[src/rtl/apb2_master_ctrl.sv]
// APB2 bus master: buffers valid/ready commands in a small FIFO and replays them
// as SETUP/ACCESS transfers, returning read data on a one-slot response channel.
//   state  | meaning
//   IDLE   | bus idle, waiting for an issuable FIFO head
//   SETUP  | pselx=1, penable=0, address phase
//   ACCESS | pselx=1, penable=1, data phase (prdata sampled on exit)
module apb2_master_ctrl #(
    parameter int DATA_WIDTH = 32,
    parameter int ADDR_WIDTH = 32,
    parameter int FIFO_DEPTH = 4
) (
    input  logic                  pclk,
    input  logic                  preset,
    input  logic                  cmd_valid,
    output logic                  cmd_ready,
    input  logic                  cmd_write,
    input  logic [ADDR_WIDTH-1:0] cmd_addr,
    input  logic [DATA_WIDTH-1:0] cmd_wdata,
    output logic                  rsp_valid,
    input  logic                  rsp_ready,
    output logic [DATA_WIDTH-1:0] rsp_rdata,
    output logic                  busy,
    output logic                  pselx,
    output logic                  penable,
    output logic                  pwrite,
    output logic [ADDR_WIDTH-1:0] paddr,
    output logic [DATA_WIDTH-1:0] pwdata,
    input  logic [DATA_WIDTH-1:0] prdata
);

    localparam int PTR_W = $clog2(FIFO_DEPTH);
    localparam int CNT_W = $clog2(FIFO_DEPTH + 1);
    localparam logic [CNT_W-1:0] FULL_CNT = CNT_W'(FIFO_DEPTH);

    typedef enum logic [1:0] {IDLE, SETUP, ACCESS} state_t;

    state_t                state_q, state_d;
    logic                  fifo_write_q [FIFO_DEPTH];
    logic                  fifo_write_d [FIFO_DEPTH];
    logic [ADDR_WIDTH-1:0] fifo_addr_q  [FIFO_DEPTH];
    logic [ADDR_WIDTH-1:0] fifo_addr_d  [FIFO_DEPTH];
    logic [DATA_WIDTH-1:0] fifo_wdata_q [FIFO_DEPTH];
    logic [DATA_WIDTH-1:0] fifo_wdata_d [FIFO_DEPTH];
    logic [PTR_W-1:0]      wr_ptr_q, wr_ptr_d, rd_ptr_q, rd_ptr_d;
    logic [CNT_W-1:0]      count_q, count_d;
    logic                  pwrite_q, pwrite_d;
    logic [ADDR_WIDTH-1:0] paddr_q, paddr_d;
    logic [DATA_WIDTH-1:0] pwdata_q, pwdata_d;
    logic                  rsp_valid_q, rsp_valid_d;
    logic [DATA_WIDTH-1:0] rsp_rdata_q, rsp_rdata_d;

    logic push, pop, fifo_empty, capture, slot_free, can_issue;

    assign fifo_empty = (count_q == '0);
    assign cmd_ready  = (count_q != FULL_CNT);
    assign push       = cmd_valid & cmd_ready;
    assign capture    = (state_q == ACCESS) & ~pwrite_q;
    // A read leaving ACCESS refills the slot this edge, so a following read must wait.
    assign slot_free  = (~rsp_valid_q | rsp_ready) & ~capture;
    assign can_issue  = ~fifo_empty & (fifo_write_q[rd_ptr_q] | slot_free);

    always_comb begin
        state_d = state_q;
        pop     = 1'b0;
        case (state_q)
            IDLE: begin
                if (can_issue) begin
                    state_d = SETUP;
                    pop     = 1'b1;
                end
            end
            SETUP: state_d = ACCESS;
            ACCESS: begin
                if (can_issue) begin
                    state_d = SETUP;
                    pop     = 1'b1;
                end else begin
                    state_d = IDLE;
                end
            end
            default: state_d = IDLE;
        endcase
    end

    always_comb begin
        fifo_write_d = fifo_write_q;
        fifo_addr_d  = fifo_addr_q;
        fifo_wdata_d = fifo_wdata_q;
        wr_ptr_d     = wr_ptr_q;
        rd_ptr_d     = rd_ptr_q;
        count_d      = count_q;
        if (push) begin
            fifo_write_d[wr_ptr_q] = cmd_write;
            fifo_addr_d[wr_ptr_q]  = cmd_addr;
            fifo_wdata_d[wr_ptr_q] = cmd_wdata;
            wr_ptr_d               = wr_ptr_q + PTR_W'(1);
        end
        if (pop) begin
            rd_ptr_d = rd_ptr_q + PTR_W'(1);
        end
        case ({push, pop})
            2'b10:   count_d = count_q + CNT_W'(1);
            2'b01:   count_d = count_q - CNT_W'(1);
            default: count_d = count_q;
        endcase
    end

    always_comb begin
        pwrite_d    = pwrite_q;
        paddr_d     = paddr_q;
        pwdata_d    = pwdata_q;
        rsp_valid_d = rsp_valid_q;
        rsp_rdata_d = rsp_rdata_q;
        if (pop) begin
            pwrite_d = fifo_write_q[rd_ptr_q];
            paddr_d  = fifo_addr_q[rd_ptr_q];
            pwdata_d = fifo_wdata_q[rd_ptr_q];
        end
        if (capture) begin
            rsp_valid_d = 1'b1;
            rsp_rdata_d = prdata;
        end else if (rsp_valid_q & rsp_ready) begin
            rsp_valid_d = 1'b0;
        end
    end

    always_ff @(posedge pclk or posedge preset) begin
        if (preset) begin
            state_q     <= IDLE;
            wr_ptr_q    <= '0;
            rd_ptr_q    <= '0;
            count_q     <= '0;
            pwrite_q    <= 1'b0;
            paddr_q     <= '0;
            pwdata_q    <= '0;
            rsp_valid_q <= 1'b0;
            rsp_rdata_q <= '0;
            for (int i = 0; i < FIFO_DEPTH; i++) begin
                fifo_write_q[i] <= 1'b0;
                fifo_addr_q[i]  <= '0;
                fifo_wdata_q[i] <= '0;
            end
        end else begin
            state_q      <= state_d;
            wr_ptr_q     <= wr_ptr_d;
            rd_ptr_q     <= rd_ptr_d;
            count_q      <= count_d;
            pwrite_q     <= pwrite_d;
            paddr_q      <= paddr_d;
            pwdata_q     <= pwdata_d;
            rsp_valid_q  <= rsp_valid_d;
            rsp_rdata_q  <= rsp_rdata_d;
            fifo_write_q <= fifo_write_d;
            fifo_addr_q  <= fifo_addr_d;
            fifo_wdata_q <= fifo_wdata_d;
        end
    end

    assign pselx     = (state_q != IDLE);
    assign penable   = (state_q == ACCESS);
    assign pwrite    = pwrite_q;
    assign paddr     = paddr_q;
    assign pwdata    = pwdata_q;
    assign rsp_valid = rsp_valid_q;
    assign rsp_rdata = rsp_rdata_q;
    assign busy      = ~fifo_empty | (state_q != IDLE);

endmodule

[config.mk]
export PLATFORM = sky130hd
export DESIGN_NAME = apb2_master_ctrl
export DESIGN_NICKNAME = d
export VERILOG_FILES = /design/src/rtl/apb2_master_ctrl.sv
export SDC_FILE = /design/constraint.sdc
export NUM_CORES = 1
export LEC_CHECK = 0
export CORE_MARGIN = 2
export CORE_UTILIZATION = 50
export DETAILED_ROUTE_END_ITERATION = 16
export PLACE_DENSITY = 0.73
export SETUP_SLACK_MARGIN = 0.2
export SYNTH_ARGS = -nofsm -noshare
export SYNTH_HDL_FRONTEND = slang
export SYNTH_SLANG_ARGS = --single-unit
[constraint.sdc]
create_clock -name pclk -period 15.3 [get_ports pclk]
set_input_delay 2.295 -clock pclk [delete_from_list [all_inputs] [get_ports pclk]]
set_output_delay 2.295 -clock pclk [all_outputs]
set_load 0.01 [all_outputs]
## Yosys cells after proc, flatten, opt, wreduce, memory -nomap -nowiden

Cells that the tools add are included.

| cells by class | value |
|---|---|
| add/subtract/negate cells | 4 |
| order comparisons | 3 |
| eq/ne operators | 6 |
| mux-type cells | 24 |
| bitwise logic cells | 14 |
| reductions and logical operators | 7 |

Operator list:

| operator | count |
|---|---|
| bitwise mux 128 bit | 2 |
| 2-to-1 mux 32 bit | 5 |
| binary-select mux 32 bit (select 2 bit) | 2 |
| demux 32 bit (select 2 bit) | 1 |
| 2-to-1 mux 1 bit | 8 |
| >= comparator 3 bit, second input constant | 2 |
| inverter 2 -> 3 bit | 2 |
| case mux 2 bit (3 select lines) | 1 |
| case mux 3 bit (2 select lines) | 1 |
| nonzero test 2 bit | 3 |
| bitwise AND 1 bit | 5 |
| adder 2 x 1 -> 2 bit, second input constant | 2 |
| bitwise mux 4 bit | 1 |
| equality test 2 x 1 -> 1 bit, second input constant | 2 |
| equality test 2 bit, second input constant | 2 |
| inverter 1 bit | 4 |
| adder 3 x 1 -> 3 bit, second input constant | 1 |
| zero test 3 bit | 1 |
| < comparator 3 x 1 -> 1 bit, second input constant | 1 |
| inequality test 3 bit, second input constant | 1 |
| OR 1 bit | 3 |
| subtractor 3 x 1 -> 3 bit, second input constant | 1 |
| binary-select mux 1 bit (select 2 bit) | 1 |
| demux 1 bit (select 2 bit) | 1 |
| 5 further kinds | 5 |

| storage, ports and cells | value |
|---|---|
| register bits after elaboration | 367 |
| word-level logic and storage cells | 79 |

## Depth between registers and ports, before layout

| logic depth | value |
|---|---|
| depth after elaboration | 10 |
| depth in mapped cells | 12 |
| depth with buffers taken out | 9 |

## Worst setup path after synthesis

OpenSTA, ideal clock, no wires.

| timing path | value |
|---|---|
| kind | input to register |
| start | input port rsp_ready |
| end | register count_q[2] |
| setup time | 79 ps |
| arrival time | 4,103 ps |
| setup slack | 11,118 ps |
| cell stages on the path | 11 |
| path buffers | 2 |
| cell sequence | nand2b_1 -> a21oi_2 -> nor3_1 -> buf_6 -> buf_6 -> ha_1 -> inv_1 -> fa_1 -> xor2_1 -> nor2_1 -> xor2_1 |

| between the ends | value |
|---|---|
| cells in the longest elaborated chain, start to end | 8 |
| elaborated cells on any way between the ends | 10 |

Ends and longest elaborated chain:

| element | line | text |
|---|---|---|
| from (decl) | 20 | `input logic rsp_ready,` |
| OR 1 bit * | 59 | `assign slot_free = (~rsp_valid_q \| rsp_ready) & ~capture;` |
| bitwise AND 1 bit * | 59 |  |
| OR 1 bit * | 60 | `assign can_issue = ~fifo_empty & (fifo_write_q[rd_ptr_q] \| slot_free);` |
| bitwise AND 1 bit * | 60 |  |
| 2-to-1 mux 1 bit * | 67, 74 |  |
| 2-to-1 mux 1 bit * | n/a |  |
| named net pop | 52 | `logic push, pop, fifo_empty, capture, slot_free, can_issue;` |
| equality test 2 x 1 -> 1 bit / equality test 2 bit (equally long branches) | 101 | `case ({push, pop})` |
| case mux 3 bit (2 select lines) / nonzero test 2 bit (equally long branches) | n/a |  |
| to (signal assigned) | 147 | `count_q <= count_d;` |
| to (decl) | 45 | `logic [CNT_W-1:0] count_q, count_d;` |

Mark *: on every way through the listed nets, which the timed path passes. The rest lies on a longest branch.
A chain may end at the register's enable or synchronous reset.

## Worst setup path after layout

| timing path | value |
|---|---|
| start | input port rsp_ready |
| end | register paddr_q[27], in the netlist paddr[27] |

| between the ends | value |
|---|---|
| cells in the longest elaborated chain, start to end | 6 |

Ends and longest elaborated chain:

| element | line | text |
|---|---|---|
| OR 1 bit | 59 |  |
| bitwise AND 1 bit | 59 |  |
| OR 1 bit | 60 |  |
| bitwise AND 1 bit | 60 |  |
| 2-to-1 mux 1 bit | 67, 74 |  |
| 2-to-1 mux 1 bit | n/a |  |
| to (signal assigned) | 149 | `paddr_q <= paddr_d;` |
| to (decl) | 47 | `logic [ADDR_WIDTH-1:0] paddr_q, paddr_d;` |

No other way between the ends.

==> qor.yml <==
timing:
  finalSetupViolCount: 0
  tightestPinTransition_ps: 1226
  timing.fmax_ghz: 0.2285
  post-route-min-period_ps: 4377
  timing.clock.skew_ps: 13.69
  period_share_pct: 28.61
  maxSlewViolCount: 0
  hold_slack_ps: 470.3
  finalHoldViolations: 0
  rsz0062_at_grt: "no"
  timing.slew.headroom_pct: 17.87
  timing.setup.tns_ps: 0
worst_setup_path:
  timing.critical_path.fanout_max: 38
  endpoint_kind: "register"
  crit-reg2reg-launch: "state_q[0]"
  startpoint_type: "primary input"
  worst-endpoint-required_ps: 15710
  worstPathArrival_ps: 4780
  timing.critical_path.from: "rsp_ready"
  type_of_the_worst_setup_path: "in -> reg"
floorplanning:
  std_cell_rows: 64
  floorplan.io_pins: 203
  start_util_pct: 50.62
  horizontal_die_dimension_microns: 179.5
  die_height_microns: 179.5
  core_area_sq_um: 30430
  design.die.area_sq_um: 32220
place:
  buffer_ports.inserted: 202
  hpwlAfterDp_microns: 18070
  gp_congestion: 0.7106
yosys:
  syn_area_per_cell_sq_um: 16.08
  syn_inst: 958
  ys_ff_latch: 367
  syn_nets: 1065
  synth_area_sq_um: 15400
  ys.warnings.count: 0
  yosysUniqueCellTypes: 25
  yosysSeqAreaShare_pct: 59.63
worst_hold_path:
  min-delay-path-class: "reg -> reg"
  worstHoldStart: "rsp_rdata[11]"
clock_network:
  cts.repair.resized: 0
  cts_sinks: 367
  clockBufferDepth: 3
  clk_transition_reported_paths_ps: 60
  cts_setup_buffers: 0
  clock_insertion_delay_worst_skew_ps: 530
  total_clock_buffers_created_by_cts: 39
  cts-htree-levels: 2
  cts_tree: "built"
  cts-hold-fix-buffers: 0
  cts_root_buffer: "clkbuf_16"
final_layout:
  layout.cells.most_common: "dfrtp_1"
  finalNetCount: 1258
  top_library_cells_by_usage_in_the_layout_fill_and_taps_aside: "dfrtp_1, mux2_2, clkdlybuf4s50_1"
  final_layout_size_suffix_gt1_share_pct: 39.76
  synthesis_to_layout_area_growth_pct: 23.52
routing:
  number_of_design_rule_violations_left_by_the_first_detailed_router_iteration: 451
  detail_route.wirelength_microns: 30910
  via_per_inst: 5.379
  detailedRoute.firstPassIterationCount: 4
  via_count: 8493
  wire_length_per_cell_after_detailed_routing_microns: 19.58
  remaining_drc_errors: 0
  drt.antenna.violating_nets: 0
pwr:
  power.leakage_nw: 8.257
  final_total_power_mw: 4.533
  power.density_nw_per_um2: 238.3
  power.ir.vdd_worst_mv: 0.1473
global_route:
  grt_util_all_layers_pct: 19.60
  grt_antenna_before_repair: 1
  grt_first_pass_wirelength_microns: 50840
  grt.overflow.total: 0
  grt_start_max_net_pins: 142
  first_global_vias: 9192
run_status:
  run_status: "finished clean"
job:
  drv.max_cap_violation_count: 0
==> metal layers <==
layer | up-vias | routed length [microns] | global-route usage (%)
met5 | - | 0 | 0
met4 | 0 | 525 | 4.715
met3 | 47 | 1173 | 3.566
met2 | 159 | 15550 | 33.23
met1 | 4463 | 13670 | 26.48
li1 | 3824 | - | -
==> path summary, 6_finish.rpt <==
path / endpoint / slack, ps / depth (start not counted)
worst max-delay path: paddr[27] / 10920 / 7
worst min-delay path: rsp_rdata[11] / 470 / 2
worst max register to register: paddr[27] / 11820 / 6
worst min register to register: rsp_rdata[11] / 470 / 2
max in group asynchronous: fifo_wdata_q[42] / 11270 / 3
min in group asynchronous: rsp_rdata[9] / 2370 / 2
==> worst max-delay path, cell delays in order <==
cell and delay, ps:
clkdlybuf4s50_1 440, nand2b_1 170, a21oi_2 100, nor3_2 160, buf_4 460, buf_4 720
mux2_2 400
==> where the power goes <==
| part | total, mW | internal, mW | leakage, nW | switching (mW) |
|---|---|---|---|---|
| clock network | 0.928 | 0.553 | 0.637 | 0.375 |
| registers | 1.79 | 1.48 | 4.38 | 0.311 |
| logic | 1.81 | 1.17 | 3.24 | 0.641 |
==> Yosys cell counts <==
| cell type | n | area (sq um) |
|---|---|---|
| nand3b_1 | 1 | 7.510 |
| nand3_1 | 1 | 5.000 |
| a22o_1 | 1 | 8.760 |
| xor2_1 | 3 | 26.28 |
| clkbuf_1 | 24 | 90.09 |
| a21oi_2 | 1 | 8.760 |
| mux2_4 | 38 | 570.6 |
| nand2_1 | 105 | 394.1 |
| nand2b_1 | 1 | 6.260 |
| nor2_1 | 4 | 15.01 |
| or3b_1 | 1 | 8.760 |
| mux4_2 | 65 | 1464 |
| o21ai_0 | 2 | 10.01 |
| fa_1 | 1 | 20.02 |
| buf_6 | 5 | 56.30 |
| inv_1 | 8 | 30.03 |
| a21boi_2 | 1 | 11.26 |
| buf_1 | 2 | 7.510 |
| buf_2 | 27 | 135.1 |
| ha_1 | 5 | 62.56 |
| xnor2_1 | 3 | 26.28 |
| nor2b_1 | 3 | 18.77 |
| dfrtp_1 | 367 | 9184 |
| mux2_2 | 286 | 3221 |
| nor3_1 | 3 | 15.01 |
==> layout make-up <==
cell class                 count  area [sq um]
fill                        2292         11400
sequential                   367          9191
multi-input combinational    525          5937
timing repair buffer         210          2082
clock buffer                  62          1192
tap                          396         495.5
clock inverter                10         86.33
inverter                       8         37.54
antenna                        1         2.502
==> kinds of logic after synthesis <==
logic type	count (synthesis)	share of synthesized area [%]
multiplexers	389	34.12
flip-flops	367	59.63
AND/OR/NAND/NOR	119	3.054
buffers and inverters	66	2.072
XOR/XNOR	6	0.3412
adder cells (fa/ha/maj)	6	0.5362
AO/OA/AOI/OAI	5	0.2518
==> state kept, by name (all words and copies together) (netlist names), 2 cells and up <==
register and flops:
wr_ptr_q 2, fifo_wdata_q 128, rd_ptr_q 2, state_q 2
count_q 3, fifo_addr_q 128, fifo_write_q 4, paddr 32
rsp_rdata 32, pwdata 32
==> metrics by stage <==
stage               instance area, sq um  cells  setup slack (ps)  util [%]
finish                             19020   1579             10920     62.52
global route                       19020   1579             10820     62.52
CTS                                19020   1578             10930     62.51
detailed placement                 17740   1506             10370     58.31
global placement                   17740   1506             10410     58.31
floorplan                          15400    958              2816         -
(Power assumes the default switching activity.)
